===== src/rtl/instr_encoder_loader_if.sv =====
// ============================================================================
//  Module : instr_encoder_loader_if
//  Brief  : Field-beat stream, memory write port and status bundle for the
//           instruction encoder/loader.
//  Rev    : 1.0  initial release
// ============================================================================
`default_nettype none

interface instr_encoder_loader_if #(
  parameter int AW = 8
);
  logic          start;
  logic          in_valid;
  logic          in_ready;
  logic [3:0]    in_op;
  logic [4:0]    in_operand;
  logic          in_last;
  logic          mem_ready;
  logic          wr_en;
  logic [AW-1:0] wr_addr;
  logic [8:0]    wr_data;
  logic          busy;
  logic          done;
  logic          bad_op;
  logic          addr_ovf;
  logic [AW:0]   prog_len;

  // Program source / memory model side
  modport master (
    output start, in_valid, in_op, in_operand, in_last, mem_ready,
    input  in_ready, wr_en, wr_addr, wr_data, busy, done, bad_op, addr_ovf, prog_len
  );

  // Loader side
  modport slave (
    input  start, in_valid, in_op, in_operand, in_last, mem_ready,
    output in_ready, wr_en, wr_addr, wr_data, busy, done, bad_op, addr_ovf, prog_len
  );
endinterface

`default_nettype wire


===== src/rtl/instr_encoder_loader.sv =====
// ============================================================================
//  Module : instr_encoder_loader
//  Brief  : Packs opcode/operand beats into 9-bit machine words, drops illegal
//           opcodes, buffers words in a small FIFO and writes them
//           sequentially into instruction memory starting at BASE_ADDR.
//  Rev    : 1.0  initial release
// ============================================================================
`default_nettype none

module instr_encoder_loader #(
  parameter int AW        = 8,
  parameter int DEPTH     = 4,
  parameter int BASE_ADDR = 0
) (
  input  wire logic             clk,
  input  wire logic             rst,
  instr_encoder_loader_if.slave bus
);

  localparam int                c_ptr_w     = $clog2(DEPTH);
  localparam logic [c_ptr_w-1:0] c_ptr_one  = c_ptr_w'(1);
  localparam logic [c_ptr_w:0]  c_cnt_one   = (c_ptr_w + 1)'(1);
  localparam logic [c_ptr_w:0]  c_depth     = (c_ptr_w + 1)'(DEPTH);
  localparam logic [AW-1:0]     c_base_addr = AW'(BASE_ADDR);
  localparam logic [AW-1:0]     c_addr_max  = {AW{1'b1}};
  localparam logic [AW-1:0]     c_addr_one  = AW'(1);
  localparam logic [AW:0]       c_len_max   = {1'b1, {AW{1'b0}}};
  localparam logic [AW:0]       c_len_one   = (AW + 1)'(1);

  typedef enum logic [1:0] {
    S_IDLE  = 2'd0,
    S_LOAD  = 2'd1,
    S_DRAIN = 2'd2,
    S_DONE  = 2'd3
  } state_t;

  state_t               r_state;
  state_t               w_state_next;

  logic [8:0]           r_fifo [DEPTH];
  logic [c_ptr_w-1:0]   r_wptr;
  logic [c_ptr_w-1:0]   r_rptr;
  logic [c_ptr_w:0]     r_count;

  logic [AW-1:0]        r_addr;
  logic [AW:0]          r_prog_len;
  logic                 r_addr_ovf;
  logic                 r_bad_op;

  logic                 w_busy;
  logic                 w_fifo_empty;
  logic                 w_fifo_full;
  logic                 w_in_ready;
  logic                 w_accept;
  logic                 w_legal;
  logic                 w_push;
  logic                 w_pop;
  logic                 w_start_load;
  logic                 w_ovf_flush;
  logic [8:0]           w_packed;

  assign w_busy       = (r_state == S_LOAD) || (r_state == S_DRAIN);
  assign w_fifo_empty = (r_count == '0);
  assign w_fifo_full  = (r_count == c_depth);

  // Input is only open while loading; a full FIFO blocks even if a pop is due
  assign w_in_ready   = (r_state == S_LOAD) && !w_fifo_full && !r_addr_ovf;
  assign w_accept     = bus.in_valid && w_in_ready;
  assign w_legal      = (bus.in_op != 4'b1000) && (bus.in_op != 4'b1011) &&
                        (bus.in_op != 4'b1100);
  assign w_push       = w_accept && w_legal;

  // Once the address space is exhausted no further writes are issued
  assign w_pop        = w_busy && !w_fifo_empty && bus.mem_ready && !r_addr_ovf;

  assign w_start_load = bus.start && ((r_state == S_IDLE) || (r_state == S_DONE));
  assign w_ovf_flush  = w_busy && r_addr_ovf;

  // incAddr (0111) only carries a 2-bit selector; its low operand bits are zero
  assign w_packed     = (bus.in_op == 4'b0111) ?
                        {bus.in_op, bus.in_operand[4:3], 3'b000} :
                        {bus.in_op, bus.in_operand};

  // State register
  always_ff @(posedge clk) begin
    if (rst) begin
      r_state <= S_IDLE;
    end else begin
      r_state <= w_state_next;
    end
  end

  // Next-state: overflow aborts the load ahead of any other transition
  always_comb begin
    w_state_next = r_state;
    case (r_state)
      S_IDLE: begin
        if (bus.start) w_state_next = S_LOAD;
      end
      S_LOAD: begin
        if (r_addr_ovf)                  w_state_next = S_DONE;
        else if (w_accept && bus.in_last) w_state_next = S_DRAIN;
      end
      S_DRAIN: begin
        if (r_addr_ovf || w_fifo_empty) w_state_next = S_DONE;
      end
      S_DONE: begin
        if (bus.start) w_state_next = S_LOAD;
      end
      default: w_state_next = S_IDLE;
    endcase
  end

  // FIFO storage and pointers; flushed on a new load or after overflow
  always_ff @(posedge clk) begin
    if (rst) begin
      r_wptr  <= '0;
      r_rptr  <= '0;
      r_count <= '0;
      for (int i = 0; i < DEPTH; i++) begin
        r_fifo[i] <= '0;
      end
    end else if (w_start_load || w_ovf_flush) begin
      r_wptr  <= '0;
      r_rptr  <= '0;
      r_count <= '0;
    end else begin
      if (w_push) begin
        r_fifo[r_wptr] <= w_packed;
        r_wptr         <= r_wptr + c_ptr_one;
      end
      if (w_pop) begin
        r_rptr <= r_rptr + c_ptr_one;
      end
      case ({w_push, w_pop})
        2'b10:   r_count <= r_count + c_cnt_one;
        2'b01:   r_count <= r_count - c_cnt_one;
        default: r_count <= r_count;
      endcase
    end
  end

  // Write address, program length and sticky overflow flag
  always_ff @(posedge clk) begin
    if (rst || w_start_load) begin
      r_addr     <= c_base_addr;
      r_prog_len <= '0;
      r_addr_ovf <= 1'b0;
    end else if (w_pop) begin
      r_addr <= r_addr + c_addr_one;
      if (r_addr == c_addr_max) begin
        r_addr_ovf <= 1'b1;
      end
      if (r_prog_len != c_len_max) begin
        r_prog_len <= r_prog_len + c_len_one;
      end
    end
  end

  // One-cycle pulse after an illegal opcode beat has been consumed
  always_ff @(posedge clk) begin
    if (rst) begin
      r_bad_op <= 1'b0;
    end else begin
      r_bad_op <= w_accept && !w_legal;
    end
  end

  assign bus.in_ready = w_in_ready;
  assign bus.wr_en    = w_pop;
  assign bus.wr_addr  = r_addr;
  assign bus.wr_data  = r_fifo[r_rptr];
  assign bus.busy     = w_busy;
  assign bus.done     = (r_state == S_DONE);
  assign bus.bad_op   = r_bad_op;
  assign bus.addr_ovf = r_addr_ovf;
  assign bus.prog_len = r_prog_len;

endmodule

`default_nettype wire


===== src/flat_wrapper.sv =====
// flat-port wrapper written by rule: the top's interface ports become plain ports
module instr_encoder_loader_flat 
#(
  parameter int AW        = 8,
  parameter int DEPTH     = 4,
  parameter int BASE_ADDR = 0
)
  (clk, rst, bus_start, bus_in_valid, bus_in_op, bus_in_operand, bus_in_last, bus_mem_ready, bus_in_ready, bus_wr_en, bus_wr_addr, bus_wr_data, bus_busy, bus_done, bus_bad_op, bus_addr_ovf, bus_prog_len);
  instr_encoder_loader_if #(.AW(AW)) bus_i ();
  input  wire logic clk;
  input  wire logic rst;
  input wire logic [$bits(bus_i.start)-1:0] bus_start;
  input wire logic [$bits(bus_i.in_valid)-1:0] bus_in_valid;
  input wire logic [$bits(bus_i.in_op)-1:0] bus_in_op;
  input wire logic [$bits(bus_i.in_operand)-1:0] bus_in_operand;
  input wire logic [$bits(bus_i.in_last)-1:0] bus_in_last;
  input wire logic [$bits(bus_i.mem_ready)-1:0] bus_mem_ready;
  output wire logic [$bits(bus_i.in_ready)-1:0] bus_in_ready;
  output wire logic [$bits(bus_i.wr_en)-1:0] bus_wr_en;
  output wire logic [$bits(bus_i.wr_addr)-1:0] bus_wr_addr;
  output wire logic [$bits(bus_i.wr_data)-1:0] bus_wr_data;
  output wire logic [$bits(bus_i.busy)-1:0] bus_busy;
  output wire logic [$bits(bus_i.done)-1:0] bus_done;
  output wire logic [$bits(bus_i.bad_op)-1:0] bus_bad_op;
  output wire logic [$bits(bus_i.addr_ovf)-1:0] bus_addr_ovf;
  output wire logic [$bits(bus_i.prog_len)-1:0] bus_prog_len;
  assign bus_i.start = bus_start;
  assign bus_i.in_valid = bus_in_valid;
  assign bus_i.in_op = bus_in_op;
  assign bus_i.in_operand = bus_in_operand;
  assign bus_i.in_last = bus_in_last;
  assign bus_i.mem_ready = bus_mem_ready;
  assign bus_in_ready = bus_i.in_ready;
  assign bus_wr_en = bus_i.wr_en;
  assign bus_wr_addr = bus_i.wr_addr;
  assign bus_wr_data = bus_i.wr_data;
  assign bus_busy = bus_i.busy;
  assign bus_done = bus_i.done;
  assign bus_bad_op = bus_i.bad_op;
  assign bus_addr_ovf = bus_i.addr_ovf;
  assign bus_prog_len = bus_i.prog_len;
  instr_encoder_loader #(.AW(AW), .DEPTH(DEPTH), .BASE_ADDR(BASE_ADDR)) u_core (.clk(clk), .rst(rst), .bus(bus_i));
endmodule

===== config.mk =====
export PLATFORM = sky130hd
export DESIGN_NAME = instr_encoder_loader_flat
export DESIGN_NICKNAME = d
export VERILOG_FILES = /design/src/rtl/instr_encoder_loader_if.sv /design/src/rtl/instr_encoder_loader.sv /design/src/flat_wrapper.sv
export SDC_FILE = /design/constraint.sdc
export NUM_CORES = 1
export LEC_CHECK = 0
export BUFFER_PORTS_ARGS = -buffer_cell sky130_fd_sc_hd__buf_2
export CAP_MARGIN = 10
export CORE_MARGIN = 2
export CORE_UTILIZATION = 50
export CTS_CLUSTER_SIZE = 30
export DETAILED_ROUTE_END_ITERATION = 8
export PLACE_DENSITY = 0.78
export REMOVE_ABC_BUFFERS = 1
export SLEW_MARGIN = 20
export SYNTH_ARGS = -nofsm -noshare
export SYNTH_HDL_FRONTEND = slang
export SYNTH_SLANG_ARGS = --single-unit

===== constraint.sdc =====
create_clock -name clk -period 3.7 [get_ports clk]
set_clock_uncertainty 0.15 [all_clocks]
set_input_delay 0.74 -clock clk [delete_from_list [all_inputs] [get_ports clk]]
set_output_delay 0.74 -clock clk [all_outputs]
set_load 0.01 [all_outputs]

; ---- Word-level counts from Yosys, hierarchy flattened
; Memories as Yosys holds them, arrays and structs flattened. A register that Yosys moved wholly into a read port is not among the register bits.
; Cells that the tools add are included.
[word_totals]
elab_cells = 79
in_bits = 15
mem_bits_rw = 36
reg_bits = 28
mem_count = 1
[mem_list]
columns = memory, words, width, read_ports, rd_ports_with_merged_regs, write_ports, line_no
row1 = u_core.r_fifo, 4, 9, 1, 1, 4, instr_encoder_loader.sv:40  ; logic [8:0] r_fifo [DEPTH];
[classes]
addsub = 6
eq_ne = 15
mux = 18
reduce_logical = 31
[ops]
columns = op, n
row1 = $mux W2, 7
row2 = $logic_and A1 B1 Y1, 13
row3 = $ne A4 B4 Y1 const B, 3
row4 = $add A9 B1 Y9 const B, 1
row5 = $mux W9, 1
row6 = $ne A9 B9 Y1 const B, 1
row7 = $reduce_or A9 Y1, 1
row8 = $add A8 B1 Y8 const B, 1
row9 = $eq A8 B8 Y1 const B, 1
row10 = $mux W1, 7
row11 = $eq A2 B2 Y1 const B, 3
row12 = $pmux W2 S3, 1
row13 = $pmux W3 S2, 1
row14 = $logic_or A1 B1 Y1, 5
row15 = $add A2 B1 Y2 const B, 2
row16 = $eq A2 B1 Y1 const B, 2
row17 = $eq A4 B3 Y1 const B, 1
row18 = $logic_not A1 Y1, 4
row19 = $reduce_and A2 Y1, 2
row20 = $reduce_or A2 Y1, 2
row21 = $add A3 B1 Y3 const B, 1
row22 = $eq A3 B3 Y1 const B, 1
row23 = $logic_not A3 Y1, 1
row24 = $mux W3, 1
row25 = 7 further kinds, 7

; ---- Longest topological paths before layout
; Gate-level depths: netlist of run 1.
[logic_depth]
depth_word = 12
ltp_mapped = 13
ltp_nobuf = 12

; ---- Worst setup path before layout of run 1
; Ideal clock, no wire load.
[synth_timing]
path_kind = flip-flop to flip-flop
start = reg u_core.r_state[0]
end = reg u_core.r_count[2]
path_slack_ns = 0.912
path_stages_with_launch = 14
required_time_ns = 3.480
period_less_slack_ns = 2.788
arrival_time_ns = 2.568
setup_ns = 0.070
path_cell_list = dfxtp_1 > inv_1 > ha_1 > buf_6 > nor3b_4 > nand2_2 > buf_6 > inv_2 > ha_1 > inv_1 > fa_1 > xor2_1 > or3_1 > a21oi_1
[synth_via]
elab_chain_len = 7
[synth_lines]
columns = item, line_no
row1 = "start, declared", instr_encoder_loader.sv:37  ; state_t r_state;
row2 = "start signal, assigned", instr_encoder_loader.sv:89  ; r_state <= w_state_next;
row3 = $eq A2 B1 Y1 or $eq A2 B2 Y1 (tied branches), instr_encoder_loader.sv:62  ; assign w_busy = (r_state == S_LOAD) || (r_state == S_DRAIN);
row4 = $logic_or A1 B1 Y1 *, instr_encoder_loader.sv:62
row5 = $logic_and A1 B1 Y1 * (3 in series), instr_encoder_loader.sv:74  ; assign w_pop = w_busy && !w_fifo_empty && bus.mem_ready && !r_addr_ovf;
row6 = via bus_wr_en, flat_wrapper.sv:19  ; output wire logic [$bits(bus_i.wr_en)-1:0] bus_wr_en;
row7 = $eq A2 B1 Y1 or $eq A2 B2 Y1 (tied branches), instr_encoder_loader.sv:135  ; case ({w_push, w_pop})
row8 = $pmux W3 S2 or $reduce_bool A2 Y1 (tied branches), n/a
row9 = "end signal, assigned", instr_encoder_loader.sv:136  ; 2'b10: r_count <= r_count + c_cnt_one;
row10 = "end signal, assigned", instr_encoder_loader.sv:137  ; 2'b01: r_count <= r_count - c_cnt_one;
row11 = "end signal, assigned", instr_encoder_loader.sv:138  ; default: r_count <= r_count;
row12 = "end, declared", instr_encoder_loader.sv:43  ; logic [c_ptr_w:0] r_count;
; The timed path passes the listed nets; every way through them passes the cells marked *.
; A chain may end at the register's enable or synchronous reset.

; ---- Worst setup path after layout of run 1
[layout_timing]
start = reg u_core.r_state[0]
end = reg u_core.r_count[2]
[layout_via]
elab_chain_len = 7
[layout_lines]
columns = item, line_no
row1 = $eq A2 B1 Y1 or $eq A2 B2 Y1 (tied branches), "instr_encoder_loader.sv:62, instr_encoder_loader.sv:67"
row2 = $logic_or A1 B1 Y1 or $logic_and A1 B1 Y1 (tied branches), "instr_encoder_loader.sv:62, instr_encoder_loader.sv:67"
row3 = $logic_and A1 B1 Y1 (on tied branches), "instr_encoder_loader.sv:74, instr_encoder_loader.sv:67"
row4 = $logic_and A1 B1 Y1 (on tied branches), "instr_encoder_loader.sv:74, instr_encoder_loader.sv:68"
row5 = $logic_and A1 B1 Y1 (on tied branches), "instr_encoder_loader.sv:74, instr_encoder_loader.sv:71"
row6 = $eq A2 B1 Y1 or $eq A2 B2 Y1 (tied branches), instr_encoder_loader.sv:135
row7 = $pmux W3 S2 or $reduce_bool A2 Y1 (tied branches), n/a
; Several ways; a longest one is shown, not always the timed one.

==> out/qor.yml, run 1 <==
global_route:
  overflow: 0
  antenna_found_initial: 0
  grt_pass1_wl_mm: 10.6
  grt_pass1_vias: 2257
  grt_max_degree: 18
  gr-usage-all-layers_pct: 19.0
clocking:
  cts.sinks: 66
  ctsLongestPathBuffers: 2
  cts_root_buf: "clkbuf_8"
  clock_latency_ns: 0.34
  htree_levels: 3
  cts_hold_repair.buffers: 0
  cts_tree: "done"
  clk_pin_slew_ns: 0.07
  numCtsBuffers: 9
  cts_resized: 0
  postCtsSetupBuffers: 0
run:
  drv_cap: 0
finish:
  seqCellArea_sq_um: 1680
  stdcell_count: 414
  final_util_pct: 59.9
  multi_input_area_sq_um: 1360
  fin_area_sq_um: 3590
  area_growth_pct: 14.1
  fin_nets: 357
  drive_above_1_share_pct: 21.5
  n_antenna_cell: 0
  fill_cells: 498
pwr:
  swShare_pct: 28.4
  p_int_mw: 1.17
  powerDensity_nw_per_um2: 456
  total_power_mw: 1.64
  pwr-share-seq_pct: 51.1
  p_clk_share_pct: 29.9
  p_sw_uw: 464
  power_leakage_nw: 1.39
  combPwrFrac_pct: 19.0
  ir_drop_mv: 0.215
synth:
  async_flop_share_pct: 0
  synth_top_area_share_pct: 34.4
  synth_edf_count: 36
  synth_cell_types: 48
  avgSynthCellArea_sq_um: 11.1
  ys.flop_type: "edfxtp_1"
  synth-seq-area-share_pct: 53.5
  syn_inst: 284
  ys_ff_latch: 66
  yosysTopAreaCell: "edfxtp_1"
  yosys_warnings: 0
  synthesis.area_sq_um: 3140
  synth_area_leaders: "edfxtp_1 (34%), dfxtp_1 (19%), mux4_2 (6.4%)"
placement:
  hpwl_mm: 4.50
  port_buffers: 46
  gp_congestion: 0.842
  place_area_sq_um: 3430
  placedCellCount: 398
  pre_cts_ws_ns: 0.765
timing:
  fin_hold_ws_ns: 0.353
  grt_setup_unrepaired: "false"
  period_needed_ns: 2.95
  post-route-period-util_pct: 79.8
  worstMarginPinSlew_ns: 0.623
  finalSetupTns_ns: 0
  drv_slew: 0
  slew_headroom_pct: 58.4
  hold_violations: 0
  setup_viol: 0
  layout_setup_ws_ns: 0.746
  fmax_ghz: 0.339
detailed_routing:
  post_drt_wl_per_cell_um: 15.2
  antenna_left: 0
  drtPass1Iterations: 4
  drc_errors: 0
  drt_first_iter_violations: 99
  vias: 2333
  drt-total-wl_mm: 6.29
  viasPerCell: 5.64
worst_setup_path:
  critPathCaptureType: "register"
  critical_path_class: "register to register"
  critPathMaxFanout: 14
  reg2reg_depth: 11
  worstReg2RegStart: "u_core.r_state[0]$_SDFFE_PP0P_"
  r2r_end: "u_core.r_count[2]$_SDFFE_PP0P_"
  crit_required_ns: 3.82
  startpoint_type: "register"
  cp.arrival_ns: 3.07
  r2r_setup_slack_ns: 0.75
status:
  status: "finished clean"
floorplanning:
  die_x_um: 83.3
  start_util_pct: 52.5
  fp.dieH_um: 83.3
  rows: 28
  floorplan.die_area_sq_um: 6940
  core_area_sq_um: 5990
  pin_count: 47
worst_hold_path:
  hold_path.class: "register to register"
  worstHoldEndpoint: "u_core.bus.wr_addr[1]$_SDFFE_PP0P_"
  hold_depth: 2
  hp-start: "u_core.bus.wr_addr[1]$_SDFFE_PP0P_"
==> critical path, stage by stage, from the launching register on <==
cell,delay (ns)
dfxtp_1,0.38
inv_1,0.06
ha_1,0.41
nor3b_4,0.27
nand2_2,0.20
inv_2,0.18
ha_1,0.20
inv_1,0.06
fa_1,0.37
xor2_1,0.16
or3_1,0.30
a21oi_1,0.13
==> cells by family (layout without fill, tap and decap cells) <==
group / after synthesis / count (layout) / synth area share [%]
muxes: 11 / 11 / 7.13
adders and majority gates: 8 / 8 / 3.42
xor gates and xnor gates: 11 / 11 / 3.07
buffers and inverters: 23 / 78 / 3.26
AOI/OAI and AO/OA: 36 / 36 / 7.05
and+or+nand+nor: 129 / 129 / 22.6
DFF: 66 / 66 / 53.5
==> layer usage <==
layer / global-route usage (%) / wire length [um] / vias to the layer above
met4: 5.22 / 51 / 0
li1: - / - / 1147
met1: 23.2 / 2590 / 1110
met5: 0 / 0 / -
met3: 5.07 / 396 / 8
met2: 33.1 / 3250 / 68
==> flip-flops by register name, indices dropped and copies added, names as in the netlist, named ones only <==
name and count:
u_core.r_state 2, u_core.bus.wr_addr 8, u_core.bus.prog_len 9, u_core.r_rptr 2, u_core.bus.addr_ovf 1, u_core.bus.bad_op 1, u_core.r_fifo 36, u_core.r_count 3
u_core.r_wptr 2
==> layout by cell type, fill, tap and decap left out, types with 3 or more instances in the layout <==
cell type and count:
and3_1 8, clkinv_1 3, nor4b_1 4, a21oi_1 14
o21ai_0 6, or4_1 7, buf_2 46, nor4_1 3
dfxtp_1 30, nand2_1 20, edfxtp_1 36, clkbuf_1 3
nor2_1 30, xor2_1 4, inv_1 13, nand3_1 13
o31ai_1 6, and2_1 20, mux4_2 9, nand4_1 5
ha_1 7, xnor2_1 7, nor3_1 5, clkbuf_8 9
==> cell usage after synthesis, types with 2 or more instances <==
cell and count:
ha_1 7, nand4_1 5, nor3_1 5, nor2_1 30, xor2_1 4, o22ai_1 2
o31ai_1 6, a21oi_1 14, and2_1 20, buf_6 2, edfxtp_1 36, or3_1 2
clkbuf_1 5, dfxtp_1 30, and3_1 8, o21ai_0 6, nor4b_1 4, xnor2_1 7
inv_1 13, nand3_1 13, and4_1 2, mux4_2 9, o21a_1 2, nor4_1 3
or4_1 7, nand2_1 20
==> worst max-delay path by stage <==
stage | slack [ns] | depth (start not counted) | to | from
4_1_cts | 0.74 | 11 | u_core.r_count[2]$_SDFFE_PP0P_ | u_core.r_state[0]$_SDFFE_PP0P_
3_3_place_gp | 0.85 | 11 | u_core.r_count[2]$_SDFFE_PP0P_ | u_core.r_state[0]$_SDFFE_PP0P_
6_report | 0.75 | 11 | u_core.r_count[2]$_SDFFE_PP0P_ | u_core.r_state[0]$_SDFFE_PP0P_
2_1_floorplan | 0.95 | 11 | u_core.r_count[2]$_SDFFE_PP0P_ | u_core.r_state[0]$_SDFFE_PP0P_
3_5_place_dp | 0.76 | 11 | u_core.r_count[2]$_SDFFE_PP0P_ | u_core.r_state[0]$_SDFFE_PP0P_
5_1_grt | 0.55 | 11 | u_core.r_count[2]$_SDFFE_PP0P_ | u_core.r_state[0]$_SDFFE_PP0P_
==> power by group through the flow <==
stage / combinational, mW / sequential [mW] / clock (mW)
detailed placement: 0.312 / 0.852 / 0
CTS: 0.314 / 0.836 / 0.500
finish: 0.311 / 0.835 / 0.488
global route: 0.345 / 0.839 / 0.538
floorplan: 0.218 / 0.845 / 0
global placement: 0.304 / 0.849 / 0
==> area by class of cell <==
cell class                 count  share of cell area [%]
clock buffer                  12                    3.77
clock inverter                 4                   0.523
inverter                      14                    1.47
multi-input combinational    195                    37.9
sequential                    66                    46.9
tap                           75                    2.62
timing repair buffer          48                    6.84
(Power assumes the default switching activity.)
==> run 2: changes to the inputs <==
Settings changed: PLACE_DENSITY 0.78 to 0.81.
Clock period 3.7 ns to 2.4 ns, I/O delays scaled along.
==> run 2 against run 1 <==
  * Die area is the same
  * Wire length grew 12%
  * Sequential cell count is the same
  * Setup slack lost 0.73 ns
  * Power grew 88%
  * Register-to-register slack lost 0.73 ns
  * Clock power grew 140%
  * Sequential power grew 53%
  * Sequential share of layout area shrank 4.8 points
  * Non-clock buffer count grew 28
==> out/qor.yml, run 2 (synthesized netlist as in run 1, its figures left out) <==
status:
  status: "finished clean"
placement:
  pre_cts_ws_ns: -0.138
  hpwl_mm: 4.89
  port_buffers: 46
  place_area_sq_um: 3680
  gp_congestion: 0.856
finish:
  top_register: "u_core.r_fifo"
  largest_reg_flops: 36
  mostFrequentLayoutCell: "buf_2"
  fin_area_sq_um: 4000
  mostFrequentLayoutCells: "buf_2 (46), edfxtp_1 (36), nor2_1 (29)"
  drive_above_1_share_pct: 32.7
  area_growth_pct: 27.3
  fin_nets: 385
  n_antenna_cell: 0
timing:
  layout_setup_ws_ns: 0.0188
  fmax_ghz: 0.420
  slew_headroom_pct: 61.0
  setup_viol: 0
  drv_slew: 0
  period_needed_ns: 2.38
  worstMarginPinSlew_ns: 0.584
  grt_setup_unrepaired: "true"
  hold_violations: 0
  post-route-period-util_pct: 99.2
worst_hold_path:
  hp-start: "rst"
  worstHoldEndpoint: "u_core.r_state[0]$_SDFFE_PP0P_"
  hold_depth: 2
  hold_path.class: "input port to register"
floorplanning:
  floorplan.die_area_sq_um: 6940
  start_util_pct: 52.5
  die_x_um: 83.3
  rows: 28
  core_area_sq_um: 5990
  pin_count: 47
  fp.dieH_um: 83.3
clocking:
  numCtsBuffers: 9
  cts_root_buf: "clkbuf_8"
  cts_tree: "done"
  htree_levels: 3
  clk_pin_slew_ns: 0.08
  ctsLongestPathBuffers: 2
  clock_latency_ns: 0.35
  cts.sinks: 66
global_route:
  grt_pass1_wl_mm: 11.5
  gr-usage-all-layers_pct: 20.9
  overflow: 0
  antenna_found_initial: 0
  grt_max_degree: 18
  grt_pass1_vias: 2445
detailed_routing:
  drt-total-wl_mm: 7.01
  viasPerCell: 5.62
  drc_errors: 0
  post_drt_wl_per_cell_um: 15.9
  vias: 2484
  antenna_left: 0
  drt_first_iter_violations: 164
  drtPass1Iterations: 4
run:
  drv_cap: 0
worst_setup_path:
  critPathMaxFanout: 2
  worstReg2RegStart: "u_core.r_count[0]$_SDFFE_PP0P_"
  crit_path_top_delay_cell: "or3b_1"
  startpoint_type: "register"
  crit_required_ns: 2.53
  max_stage_delay_ns: 0.44
  critPathCaptureType: "register"
  r2r_end: "u_core.r_count[2]$_SDFFE_PP0P_"
  r2r_setup_slack_ns: 0.02
  crit_path_cell_trace: "or3b_1 > nand3_2 > nor2_2 > inv_1 > ha_4 > inv_2 > fa_2 > xor2_2 > or3_1 > a21oi_1"
  cp.arrival_ns: 2.51
  reg2reg_depth: 10
  critical_path_class: "register to register"
pwr:
  ir_drop_mv: 0.504
  powerDensity_nw_per_um2: 768
  total_power_mw: 3.07
  power_leakage_nw: 1.60
==> run 2: cell types whose count changed in the layout (fill, tap and decap cells not counted), sizes merged <==
cell,delta
buf,+28
bufinv,+3
clkbuf,-3
clkinvlp,-1
inv,+1
==> run 2: worst max-delay path, delay by kind of cell, from the launching register on <==
| kind | cells | cell delay (ns) |
|---|---|---|
| simple gates | 4 | 0.93 |
| xor+xnor | 1 | 0.15 |
| fa+ha+maj | 2 | 0.50 |
| compound gates | 1 | 0.12 |
| buf+inv | 2 | 0.13 |
| flops | 1 | 0.33 |
==> run 2: final cells by class <==
type,instances,area [sq um]
clock buffer,9,124
clock inverter,7,125
fill,450,1990
inverter,14,52.6
multi-input combinational,195,1420
sequential,66,1680
tap,75,93.8
timing repair buffer,76,505
==> run 2: metal layers <==
metal / part of all wire [%] / up-vias / routed length, um / GRT usage, %
li1: - / 1195 / - / -
met1: 43 / 1220 / 2990 / 25.2
met2: 51 / 57 / 3590 / 36.1
met3: 4.5 / 12 / 319 / 5.77
met4: 1.6 / 0 / 110 / 6.56
met5: 0 / - / 0 / 0
==> run 2: stage by stage <==
step / TNS, ns / util [%] / instances / hold WS [ns]
floorplan: -0.458 / - / 275 / 0.325
global placement: -0.0843 / 61.5 / 425 / 0.326
detailed placement: -0.138 / 61.5 / 425 / 0.349
CTS: 0 / 65.9 / 441 / 0.243
global route: -0.0497 / 66.8 / 442 / 0.254
finish: 0 / 66.8 / 442 / 0.254
==> run 2: how the worst max path moves through the flow <==
stage	startpoint	endpoint	slack (ns)	cells past startpoint
floorplan	u_core.r_state[0]$_SDFFE_PP0P_	u_core.r_count[2]$_SDFFE_PP0P_	-0.35	11
global placement	bus_in_op[2]	u_core.r_count[2]$_SDFFE_PP0P_	-0.08	11
detailed placement	bus_in_op[2]	u_core.r_count[2]$_SDFFE_PP0P_	-0.14	11
CTS	u_core.r_state[0]$_SDFFE_PP0P_	u_core.r_count[2]$_SDFFE_PP0P_	0.003	12
global route	u_core.r_state[0]$_SDFFE_PP0P_	u_core.r_count[2]$_SDFFE_PP0P_	-0.05	12
finish	u_core.r_count[0]$_SDFFE_PP0P_	u_core.r_count[2]$_SDFFE_PP0P_	0.02	10
==> run 2: timing repair <==
item	4_1_cts	5_1_grt
setup endpoints to repair	1	20
setup buffers	0	1
pin swaps	0	6
gates resized for setup	3	11
hold buffers	0	0
==> run 2: power by group <==
group	internal [mW]	total, mW	switching, mW
Combinational	0.295	0.629	0.333
Clock	0.699	1.16	0.461
Sequential	1.25	1.28	0.0309
Total	2.25	3.07	0.825
